**src/rtl/mmio_two_host_arbiter_pkg.sv**
```systemverilog
// Shared definitions for the two-host MMIO arbiter.
//   - MMIO index/data widths used by mmio_if and the arbiter.
//   - Per-channel arbiter state encoding.
//   - Read data returned to a host whose grant was ended by the watchdog
//     (only used when MMIO_ARBITER_TIMEOUT_EN is defined).
//   - arb_pick(): round-robin choice made while a channel is idle.
package mmio_two_host_arbiter_pkg;

  localparam int TIA_MMIO_INDEX_WIDTH = 16;
  localparam int TIA_MMIO_DATA_WIDTH  = 32;

  typedef enum logic [1:0] {
    ARB_IDLE         = 2'd0,
    ARB_GRANT_FIRST  = 2'd1,
    ARB_GRANT_SECOND = 2'd2
  } arb_state_e;

  localparam logic [TIA_MMIO_DATA_WIDTH-1:0] MMIO_TIMEOUT_READ_DATA = '1;

  // A lone requester always wins; on a tie the host that was not served
  // last wins.
  function automatic arb_state_e arb_pick(input logic req_first,
                                          input logic req_second,
                                          input logic last_second);
    if (req_first && (!req_second || last_second)) return ARB_GRANT_FIRST;
    if (req_second) return ARB_GRANT_SECOND;
    return ARB_IDLE;
  endfunction

endpackage

```
**src/rtl/mmio_two_host_arbiter_if.sv**
```systemverilog
// mmio_if: MMIO read and write channels between one host and one device.
//   host   modport: drives req/index/write_data, receives ack/read_data.
//   device modport: receives req/index/write_data, drives ack/read_data.
// Handshake: req with index (and write_data) held stable until a one-cycle
// ack is sampled.
interface mmio_if
  import mmio_two_host_arbiter_pkg::*;
  ();

  logic                            read_req;
  logic [TIA_MMIO_INDEX_WIDTH-1:0] read_index;
  logic                            read_ack;
  logic [TIA_MMIO_DATA_WIDTH-1:0]  read_data;

  logic                            write_req;
  logic [TIA_MMIO_INDEX_WIDTH-1:0] write_index;
  logic [TIA_MMIO_DATA_WIDTH-1:0]  write_data;
  logic                            write_ack;

  modport host (
    output read_req, read_index, write_req, write_index, write_data,
    input  read_ack, read_data, write_ack
  );

  modport device (
    input  read_req, read_index, write_req, write_index, write_data,
    output read_ack, read_data, write_ack
  );

endinterface

```
**src/rtl/mmio_two_host_arbiter_channel.sv**
```systemverilog
// mmio_channel_arbiter: arbitration FSM for one MMIO channel (read or write).
// Grants are registered; a grant is held until the device acks (or, with
// MMIO_ARBITER_TIMEOUT_EN defined, until the watchdog expires).
// Ports:
//   clock, reset       block clock, asynchronous active-low reset
//   req_first_i        request from the first host
//   req_second_i       request from the second host
//   dev_ack_i          device ack for this channel
//   grant_first_o      channel currently owned by the first host
//   grant_second_o     channel currently owned by the second host
//   timeout_o          watchdog ends the current grant this cycle (0 when
//                      the feature is not built)
//   timeout_error_o    sticky watchdog flag (MMIO_ARBITER_TIMEOUT_EN only)
module mmio_channel_arbiter
  import mmio_two_host_arbiter_pkg::*;
#(
  parameter int TIMEOUT_CYCLES = 256
) (
  input  logic clock,
  input  logic reset,
  input  logic req_first_i,
  input  logic req_second_i,
  input  logic dev_ack_i,
  output logic grant_first_o,
  output logic grant_second_o,
  output logic timeout_o
`ifdef MMIO_ARBITER_TIMEOUT_EN
  ,
  output logic timeout_error_o
`endif
);

  arb_state_e state_q;
  arb_state_e pick_d;
  logic       last_second_q;
  logic       grant_first_q;
  logic       grant_second_q;
  logic       done;

  assign pick_d = arb_pick(req_first_i, req_second_i, last_second_q);
  assign done   = dev_ack_i | timeout_o;

  // Reset leaves last_second_q set so the first host wins the first tie.
  always_ff @(posedge clock or negedge reset) begin
    if (!reset) begin
      state_q        <= ARB_IDLE;
      last_second_q  <= 1'b1;
      grant_first_q  <= 1'b0;
      grant_second_q <= 1'b0;
    end else begin
      case (state_q)
        ARB_IDLE: begin
          state_q        <= pick_d;
          grant_first_q  <= (pick_d == ARB_GRANT_FIRST);
          grant_second_q <= (pick_d == ARB_GRANT_SECOND);
        end
        ARB_GRANT_FIRST: begin
          if (done) begin
            state_q       <= ARB_IDLE;
            grant_first_q <= 1'b0;
            last_second_q <= 1'b0;
          end
        end
        ARB_GRANT_SECOND: begin
          if (done) begin
            state_q        <= ARB_IDLE;
            grant_second_q <= 1'b0;
            last_second_q  <= 1'b1;
          end
        end
        default: begin
          state_q        <= ARB_IDLE;
          grant_first_q  <= 1'b0;
          grant_second_q <= 1'b0;
        end
      endcase
    end
  end

  assign grant_first_o  = grant_first_q;
  assign grant_second_o = grant_second_q;

`ifdef MMIO_ARBITER_TIMEOUT_EN
  localparam int CNT_W = $clog2(TIMEOUT_CYCLES + 1);

  logic [CNT_W-1:0] cnt_q;
  logic             timeout_error_q;

  // cnt_q counts completed grant cycles without an ack; the grant is
  // abandoned in the cycle after TIMEOUT_CYCLES such cycles.
  always_ff @(posedge clock or negedge reset) begin
    if (!reset) begin
      cnt_q           <= '0;
      timeout_error_q <= 1'b0;
    end else begin
      if ((state_q == ARB_IDLE) || done) cnt_q <= '0;
      else                               cnt_q <= cnt_q + CNT_W'(1);
      if (timeout_o) timeout_error_q <= 1'b1;
    end
  end

  assign timeout_o       = (state_q != ARB_IDLE) && (cnt_q == CNT_W'(TIMEOUT_CYCLES));
  assign timeout_error_o = timeout_error_q;
`else
  // Without the watchdog the limit has no effect; fold it into a sink.
  logic unused_timeout_cfg;
  assign unused_timeout_cfg = ^TIMEOUT_CYCLES;
  assign timeout_o          = 1'b0;
`endif

endmodule

```
**src/rtl/mmio_two_host_arbiter.sv**
```systemverilog
// mmio_two_host_arbiter: shares one MMIO device port between two hosts.
// Read and write channels are arbitrated independently (one
// mmio_channel_arbiter each); this level only muxes the interfaces.
// Optional feature: define MMIO_ARBITER_TIMEOUT_EN to add a device-ack
// watchdog of TIMEOUT_CYCLES cycles and the timeout_error port.
// Ports:
//   clock                  block clock
//   reset                  asynchronous active-low reset
//   first_host_interface   mmio_if.device, first host (wins the first tie)
//   second_host_interface  mmio_if.device, second host
//   device_interface       mmio_if.host, shared downstream device
//   timeout_error          sticky watchdog flag (MMIO_ARBITER_TIMEOUT_EN only)
module mmio_two_host_arbiter
  import mmio_two_host_arbiter_pkg::*;
#(
  parameter int TIMEOUT_CYCLES = 256
) (
  input  logic   clock,
  input  logic   reset,
  mmio_if.device first_host_interface,
  mmio_if.device second_host_interface,
  mmio_if.host   device_interface
`ifdef MMIO_ARBITER_TIMEOUT_EN
  ,
  output logic   timeout_error
`endif
);

  logic rd_grant_first, rd_grant_second, rd_timeout;
  logic wr_grant_first, wr_grant_second, wr_timeout;
`ifdef MMIO_ARBITER_TIMEOUT_EN
  logic rd_timeout_error, wr_timeout_error;
`endif

  mmio_channel_arbiter #(.TIMEOUT_CYCLES(TIMEOUT_CYCLES)) u_read_arb (
    .clock          (clock),
    .reset          (reset),
    .req_first_i    (first_host_interface.read_req),
    .req_second_i   (second_host_interface.read_req),
    .dev_ack_i      (device_interface.read_ack),
    .grant_first_o  (rd_grant_first),
    .grant_second_o (rd_grant_second),
    .timeout_o      (rd_timeout)
`ifdef MMIO_ARBITER_TIMEOUT_EN
    ,
    .timeout_error_o(rd_timeout_error)
`endif
  );

  mmio_channel_arbiter #(.TIMEOUT_CYCLES(TIMEOUT_CYCLES)) u_write_arb (
    .clock          (clock),
    .reset          (reset),
    .req_first_i    (first_host_interface.write_req),
    .req_second_i   (second_host_interface.write_req),
    .dev_ack_i      (device_interface.write_ack),
    .grant_first_o  (wr_grant_first),
    .grant_second_o (wr_grant_second),
    .timeout_o      (wr_timeout)
`ifdef MMIO_ARBITER_TIMEOUT_EN
    ,
    .timeout_error_o(wr_timeout_error)
`endif
  );

`ifdef MMIO_ARBITER_TIMEOUT_EN
  assign timeout_error = rd_timeout_error | wr_timeout_error;
`endif

  // Device side: forward the owning host, all zero while idle. The
  // request is withdrawn in the cycle the watchdog ends a grant.
  always_comb begin
    device_interface.read_req   = 1'b0;
    device_interface.read_index = '0;
    if (rd_grant_first) begin
      device_interface.read_req   = first_host_interface.read_req & ~rd_timeout;
      device_interface.read_index = first_host_interface.read_index;
    end else if (rd_grant_second) begin
      device_interface.read_req   = second_host_interface.read_req & ~rd_timeout;
      device_interface.read_index = second_host_interface.read_index;
    end
  end

  always_comb begin
    device_interface.write_req   = 1'b0;
    device_interface.write_index = '0;
    device_interface.write_data  = '0;
    if (wr_grant_first) begin
      device_interface.write_req   = first_host_interface.write_req & ~wr_timeout;
      device_interface.write_index = first_host_interface.write_index;
      device_interface.write_data  = first_host_interface.write_data;
    end else if (wr_grant_second) begin
      device_interface.write_req   = second_host_interface.write_req & ~wr_timeout;
      device_interface.write_index = second_host_interface.write_index;
      device_interface.write_data  = second_host_interface.write_data;
    end
  end

  // Host side: ack and read data reach only the owner of the channel.
  assign first_host_interface.read_ack   = rd_grant_first  & (device_interface.read_ack | rd_timeout);
  assign second_host_interface.read_ack  = rd_grant_second & (device_interface.read_ack | rd_timeout);
  assign first_host_interface.write_ack  = wr_grant_first  & (device_interface.write_ack | wr_timeout);
  assign second_host_interface.write_ack = wr_grant_second & (device_interface.write_ack | wr_timeout);

  assign first_host_interface.read_data  = !rd_grant_first  ? '0 :
                                           rd_timeout ? MMIO_TIMEOUT_READ_DATA :
                                           device_interface.read_data;
  assign second_host_interface.read_data = !rd_grant_second ? '0 :
                                           rd_timeout ? MMIO_TIMEOUT_READ_DATA :
                                           device_interface.read_data;

endmodule
```
**src/flat_wrapper.sv**
```systemverilog
// flat-port wrapper written by rule: the top's interface ports become plain ports
module mmio_two_host_arbiter_flat import mmio_two_host_arbiter_pkg::*;
#(
  parameter int TIMEOUT_CYCLES = 256
)
  (clock, reset, first_host_interface_read_req, first_host_interface_read_index, first_host_interface_write_req, first_host_interface_write_index, first_host_interface_write_data, first_host_interface_read_ack, first_host_interface_read_data, first_host_interface_write_ack, second_host_interface_read_req, second_host_interface_read_index, second_host_interface_write_req, second_host_interface_write_index, second_host_interface_write_data, second_host_interface_read_ack, second_host_interface_read_data, second_host_interface_write_ack, device_interface_read_req, device_interface_read_index, device_interface_write_req, device_interface_write_index, device_interface_write_data, device_interface_read_ack, device_interface_read_data, device_interface_write_ack);
  mmio_if first_host_interface_i ();
  mmio_if second_host_interface_i ();
  mmio_if device_interface_i ();
  input  logic clock;
  input  logic reset;
  input wire logic [$bits(first_host_interface_i.read_req)-1:0] first_host_interface_read_req;
  input wire logic [$bits(first_host_interface_i.read_index)-1:0] first_host_interface_read_index;
  input wire logic [$bits(first_host_interface_i.write_req)-1:0] first_host_interface_write_req;
  input wire logic [$bits(first_host_interface_i.write_index)-1:0] first_host_interface_write_index;
  input wire logic [$bits(first_host_interface_i.write_data)-1:0] first_host_interface_write_data;
  output wire logic [$bits(first_host_interface_i.read_ack)-1:0] first_host_interface_read_ack;
  output wire logic [$bits(first_host_interface_i.read_data)-1:0] first_host_interface_read_data;
  output wire logic [$bits(first_host_interface_i.write_ack)-1:0] first_host_interface_write_ack;
  input wire logic [$bits(second_host_interface_i.read_req)-1:0] second_host_interface_read_req;
  input wire logic [$bits(second_host_interface_i.read_index)-1:0] second_host_interface_read_index;
  input wire logic [$bits(second_host_interface_i.write_req)-1:0] second_host_interface_write_req;
  input wire logic [$bits(second_host_interface_i.write_index)-1:0] second_host_interface_write_index;
  input wire logic [$bits(second_host_interface_i.write_data)-1:0] second_host_interface_write_data;
  output wire logic [$bits(second_host_interface_i.read_ack)-1:0] second_host_interface_read_ack;
  output wire logic [$bits(second_host_interface_i.read_data)-1:0] second_host_interface_read_data;
  output wire logic [$bits(second_host_interface_i.write_ack)-1:0] second_host_interface_write_ack;
  output wire logic [$bits(device_interface_i.read_req)-1:0] device_interface_read_req;
  output wire logic [$bits(device_interface_i.read_index)-1:0] device_interface_read_index;
  output wire logic [$bits(device_interface_i.write_req)-1:0] device_interface_write_req;
  output wire logic [$bits(device_interface_i.write_index)-1:0] device_interface_write_index;
  output wire logic [$bits(device_interface_i.write_data)-1:0] device_interface_write_data;
  input wire logic [$bits(device_interface_i.read_ack)-1:0] device_interface_read_ack;
  input wire logic [$bits(device_interface_i.read_data)-1:0] device_interface_read_data;
  input wire logic [$bits(device_interface_i.write_ack)-1:0] device_interface_write_ack;
  assign first_host_interface_i.read_req = first_host_interface_read_req;
  assign first_host_interface_i.read_index = first_host_interface_read_index;
  assign first_host_interface_i.write_req = first_host_interface_write_req;
  assign first_host_interface_i.write_index = first_host_interface_write_index;
  assign first_host_interface_i.write_data = first_host_interface_write_data;
  assign first_host_interface_read_ack = first_host_interface_i.read_ack;
  assign first_host_interface_read_data = first_host_interface_i.read_data;
  assign first_host_interface_write_ack = first_host_interface_i.write_ack;
  assign second_host_interface_i.read_req = second_host_interface_read_req;
  assign second_host_interface_i.read_index = second_host_interface_read_index;
  assign second_host_interface_i.write_req = second_host_interface_write_req;
  assign second_host_interface_i.write_index = second_host_interface_write_index;
  assign second_host_interface_i.write_data = second_host_interface_write_data;
  assign second_host_interface_read_ack = second_host_interface_i.read_ack;
  assign second_host_interface_read_data = second_host_interface_i.read_data;
  assign second_host_interface_write_ack = second_host_interface_i.write_ack;
  assign device_interface_read_req = device_interface_i.read_req;
  assign device_interface_read_index = device_interface_i.read_index;
  assign device_interface_write_req = device_interface_i.write_req;
  assign device_interface_write_index = device_interface_i.write_index;
  assign device_interface_write_data = device_interface_i.write_data;
  assign device_interface_i.read_ack = device_interface_read_ack;
  assign device_interface_i.read_data = device_interface_read_data;
  assign device_interface_i.write_ack = device_interface_write_ack;
  mmio_two_host_arbiter #(.TIMEOUT_CYCLES(TIMEOUT_CYCLES)) u_core (.clock(clock), .reset(reset), .first_host_interface(first_host_interface_i), .second_host_interface(second_host_interface_i), .device_interface(device_interface_i));
endmodule
```
**config.mk**
```make
export PLATFORM = sky130hd
export DESIGN_NAME = mmio_two_host_arbiter_flat
export DESIGN_NICKNAME = d
export VERILOG_FILES = /design/src/rtl/mmio_two_host_arbiter_pkg.sv /design/src/rtl/mmio_two_host_arbiter_if.sv /design/src/rtl/mmio_two_host_arbiter_channel.sv /design/src/rtl/mmio_two_host_arbiter.sv /design/src/flat_wrapper.sv
export SDC_FILE = /design/constraint.sdc
export NUM_CORES = 1
export LEC_CHECK = 0
export BUFFER_PORTS_ARGS = -buffer_cell sky130_fd_sc_hd__buf_2
export CELL_PAD_IN_SITES_DETAIL_PLACEMENT = 1
export CELL_PAD_IN_SITES_GLOBAL_PLACEMENT = 2
export CORE_AREA = 5 5 131 133
export DETAILED_ROUTE_END_ITERATION = 8
export DIE_AREA = 0 0 136 138
export PLACE_DENSITY = 0.81
export SETUP_SLACK_MARGIN = 0.02
export SYNTH_ARGS = -nofsm -noshare
export SYNTH_HDL_FRONTEND = slang
export SYNTH_SLANG_ARGS = --single-unit
export TNS_END_PERCENT = 5
```
**constraint.sdc**
```tcl
create_clock -name clock -period 1.7 [get_ports clock]
set_clock_uncertainty 0.15 [all_clocks]
set_input_delay 0.34 -clock clock [delete_from_list [all_inputs] [get_ports clock]]
set_output_delay 0.34 -clock clock [all_outputs]
set_load 0.02 [all_outputs]
```
* Word-level counts from Yosys, hierarchy flattened
Index checks and enable logic that the tools add are counted.
** Word-level totals
- Register bits :: 10
- Bits of input ports :: 168
- Output and inout bits :: 134
- Logic and storage cells :: 88
** Cells by class
- Equal/unequal tests :: 14
- Multiplexer cells :: 40
- Bitwise gates (word level) :: 8
- Reduce and logical (&&, ||, !) cells :: 18
** Operator list (count)
- 2-to-1 mux 32 bit :: 4
- 2-to-1 mux 16 bit :: 4
- 2-to-1 mux 2 bit :: 10
- 2-to-1 mux 1 bit :: 14
- one-hot mux 1 bit (3 select lines) :: 4
- == test 2 x 1 -> 1 bit (second input constant) :: 4
- == test 2 bit (second input constant) :: 4
- inequality test 2 bit (second input constant) :: 4
- one-hot mux 2 bit (2 select lines) :: 2
- AND reduction 2 bit :: 4
- AND reduction 3 bit :: 2
- bitwise AND 1 bit :: 4
- zero test 2 bit :: 2
- inequality test 2 x 1 -> 1 bit (second input constant) :: 2
- NOT 1 bit :: 4
- one-hot mux 1 bit (2 select lines) :: 2
- nonzero test 2 bit :: 2
- OR reduction 2 bit :: 2
- logical AND 1 bit :: 2
- zero test 1 bit :: 2
- logical OR 1 bit :: 2

* Longest topological paths before layout
- Depth in word-level cells :: 9
- Depth in mapped cells :: 5
- Gate-level depth less buffers :: 5

* Modules after synthesis
A second synthesis with hierarchy kept.
** Second synthesis, totals
- Cells, all modules :: 231
- Area, all modules :: 1944.4 sq um
** Modules (own cells, without submodules)
- mmio_two_host_arbiter :: times used 1, cells an instance 175, area an instance 1361.3 sq um, sequential area each 0.0 sq um
- mmio_channel_arbiter :: times used 2, cells an instance 28, area an instance 291.5 sq um, sequential area each 126.4 sq um

* Least setup slack after synthesis
Ideal clock, no wire load.
- Path kind :: reg-to-output
- Start :: register u_core.u_write_arb.grant_first_q, in the netlist u_core.u_write_arb.grant_first_o
- End :: output device_interface_write_data[30]
- Arrival time :: 1152 ps
- Data required time :: 1210 ps
- Slack :: 58 ps
- Cell stages (with the launch flop) :: 4
- Buffers on the path :: 2
- Cells stage by stage :: dfrtp_1 buf_4 buf_2 o21ai_0
** Between the ends
- Longest elaborated chain between the ends :: 1
** RTL lines
- start, declared :: line mmio_two_host_arbiter_channel.sv:36 : logic grant_first_q;
- start signal, assigned :: line mmio_two_host_arbiter_channel.sv:54 : grant_first_q <= (pick_d == ARB_GRANT_FIRST);
- 2-to-1 mux 32 bit :: line mmio_two_host_arbiter.sv:87 : if (wr_grant_first) begin
- end, declared :: line flat_wrapper.sv:32 : output wire logic [$bits(device_interface_i.write_data)-1:0] device_interface_write_data;
No other way between the ends.

* Final worst setup path
- Start :: register u_core.u_write_arb.grant_second_q, in the netlist u_core.u_write_arb.grant_second_o
- End :: output device_interface_write_data[22]
** Between the ends
- Longest elaborated chain between the ends :: 2
** RTL lines
- start, declared :: line mmio_two_host_arbiter_channel.sv:37 : logic grant_second_q;
- start signal, assigned :: line mmio_two_host_arbiter_channel.sv:55 : grant_second_q <= (pick_d == ARB_GRANT_SECOND);
- 2-to-1 mux 32 bit :: line mmio_two_host_arbiter.sv:91 : end else if (wr_grant_second) begin
- 2-to-1 mux 32 bit :: line mmio_two_host_arbiter.sv:87
No other way between the ends.

==> results.cfg <==
[run_status]
outcome = finished with violations
violations = setup timing

[synth]
synth_area_um2 = 1710
yosys.area_share.adder_pct = 4.38
seq_area_frac_synth_pct = 14.8
yosys_warnings = 0
synth.area.mux_share_pct = 3.80
yosys.area_share.simple_pct = 29.1
ys_ff_latch = 10
synthXorXnorAreaFrac_pct = 0
synth.distinct_cells = 22
synth_top_family_by_area = compound AO/OA/AOI/OAI gates
postSynthAreaPerCell_um2 = 8.00
synth-compound-area-share_pct = 37.5
synth_nets = 388
syn-instance-count = 214

[worst_setup_path]
crit_top_cell = buf_6
crit_chain = nor2b_4 > buf_6 > buf_16 > a22o_1 > buf_6
worstSetupEndpointType = output port
criticalPathCategory = reg2out
arrival_ps = 1380
worstSetupStartpointType = flop
crit_path_max_fanout = 10
cp_top_family = buffers and inverters
critPathBufInv = 3
critical-path-max-stage-delay_ps = 380
required_ps = 1210
slowest_stage = dfrtp_1

[floorplanning]
floorplan.rows = 46
core_um2 = 15700
boundaryPins = 302
dieArea_um2 = 18800
die_w_um = 136
die_y_um = 138
initial_core_util_pct = 10.9

[sta]
period_share_pct = 110
tightest_slew_ps = 254
relSlewSlack_pct = 83.1
rsz0062_at_grt = yes
final-setup-viol-count = 72
hold_viol_final = 0
fin_ws_ps = -168
fmax_mhz = 535
fin_crit_ps = 1870
drv_slew = 0

[clocking]
cts_tree = built
clock-sinks = 10
cts_max_path_buffers = 2
root_buffer = clkbuf_16
cts_buffers = 3
clk_latency_ps = 230
htree_levels = 1
clkTransAtPathRegs_ps = 40

[grt]
grt_max_degree = 27
grt.total_usage_pct = 11.7
grt_pass1_wl_mm = 17.8
grt_pass1_vias = 3240
antenna_found_initial = 0
grt.overflow.total = 0

[routing]
drtIter0Drc = 44
drc_errors = 0
viasPerCell = 4.01
wl_mm = 12.7
dr.pass1.iters = 4
detail-route-antenna-nets = 0
num_vias = 2926
wl_per_cell_um = 17.4

[power]
static-leakage-power_uw = 0.00236
power_frac_comb_pct = 87.9
p_sw_uw = 3900
intPower_uw = 4240
seqPwrFrac_pct = 6.4
p_total_uw = 8140
peakVddDrop_uv = 618
power_frac_clock_pct = 5.7
powerDensity_nw_per_um2 = 1860
swShare_pct = 47.9

[layout]
fillers = 1913
syn_to_final_growth_pct = 156
final_nets = 689
final_cell_mix = 200 x buf_2, 92 x buf_6, 66 x a22o_1
final_common_cell = buf_2
antennaDiodeCount = 0
drive_gt1_share_pct = 68.5
fin_cells = 730

[run]
cap_violations = 0

[place]
gp_congestion = 0.806
portBuffers = 301
hpwl_mm = 9.86
placed_cells = 717

[worst_hold_path]
hold_class = in2reg
-- power groups by stage --
stage / combinational [µW] / clock (µW) / sequential (µW)
after floorplan: 3600 / 0 / 444
after global placement: 5340 / 0 / 496
after detailed placement: 5360 / 0 / 499
after CTS: 6450 / 476 / 524
after global routing: 7580 / 495 / 548
final: 7150 / 466 / 522
-- state kept, by name (all words and copies together), names as in the netlist --
name	cells
u_core.u_read_arb.state_q	2
u_core.u_write_arb.state_q	2
u_core.u_read_arb.grant_first_o	1
u_core.u_read_arb.grant_second_o	1
u_core.u_read_arb.last_second_q	1
u_core.u_write_arb.grant_first_o	1
u_core.u_write_arb.grant_second_o	1
u_core.u_write_arb.last_second_q	1
-- synth_stat cells --
cell | number | share of area (%)
ha_1 | 6 | 4.4
nor2b_4 | 2 | 1.6
buf_12 | 1 | 1.2
nor2b_1 | 2 | 0.73
dfrtp_1 | 8 | 12
inv_1 | 8 | 1.8
a21oi_1 | 6 | 1.8
inv_2 | 2 | 0.44
o21ai_0 | 4 | 1.2
buf_6 | 4 | 2.6
a22o_1 | 66 | 34
buf_4 | 1 | 0.44
dfstp_2 | 2 | 3.1
nor2_1 | 2 | 0.44
nand2_1 | 10 | 2.2
buf_2 | 7 | 2.0
mux2_2 | 2 | 1.3
and2_1 | 66 | 24
o211ai_1 | 2 | 0.88
clkbuf_1 | 9 | 2.0
mux2i_1 | 2 | 1.2
mux2_1 | 2 | 1.3
-- layer usage --
metal | global-route usage (%) | share of wire, % | wire length (µm)
met3 | 3.81 | 12 | 1530
met4 | 1.11 | 0.49 | 62
met5 | 0 | 0 | 0
met1 | 12.6 | 36 | 4610
met2 | 22.8 | 51 | 6470
-- timing repair --
action,CTS,global route
endpoints found under the setup margin,130,131
hold endpoints to repair,8,0
setup buffers,4,0
gates cloned,5,0
gates resized for setup,87,141
pin swaps,2,3
hold buffers,1,0
-- worst register-to-register path, stage by stage (launching register included) --
cell	delay [ps]
dfrtp_1	360
inv_1	80
ha_1	270
nor2b_1	230
mux2_2	360
-- final timing paths --
check                                                  start                          endpoint  slack, ps  cells past startpoint
max                        u_core.u_write_arb.grant_second_o   device_interface_write_data[22]       -170                      5
min                               device_interface_write_ack  u_core.u_write_arb.last_second_q        260                      2
max reg2reg                     u_core.u_read_arb.state_q[1]      u_core.u_read_arb.state_q[1]        140                      4
min reg2reg                     u_core.u_read_arb.state_q[0]      u_core.u_read_arb.state_q[0]        370                      2
max in group asynchronous                              reset  u_core.u_write_arb.last_second_q        780                      2
min in group asynchronous                              reset      u_core.u_read_arb.state_q[1]        360                      2
-- layout make-up --
| type | count | area (µm²) | area share [%] |
|---|---|---|---|
| clock buffers | 4 | 88.8 | 2.03 |
| inverters | 10 | 37.5 | 0.857 |
| multi-input cells | 172 | 1330 | 30.4 |
| flip-flops and latches | 10 | 255 | 5.83 |
| well taps | 216 | 270 | 6.17 |
| repair buffers | 318 | 2400 | 54.7 |
-- cell families after synthesis --
group,count (synthesis)
compound gates,78
fa+ha+maj,6
buf+inv,32
flops,10
mux,6
simple gates,82
-- per-stage QoR --
stage	hold WS, ps	worst slack [ps]	setup TNS, ps	util, %	cell area (µm²)
final	259	-168	-9130	27.9	4380
after global placement	74.4	84.7	0	22.0	3460
after global routing	277	-242	-13590	27.9	4380
after CTS	257	-159	-9550	25.2	3960
after detailed placement	72.8	72.4	0	22.0	3460
after floorplan	-106	58.3	0	-	1710
(Power assumes the default switching activity.)
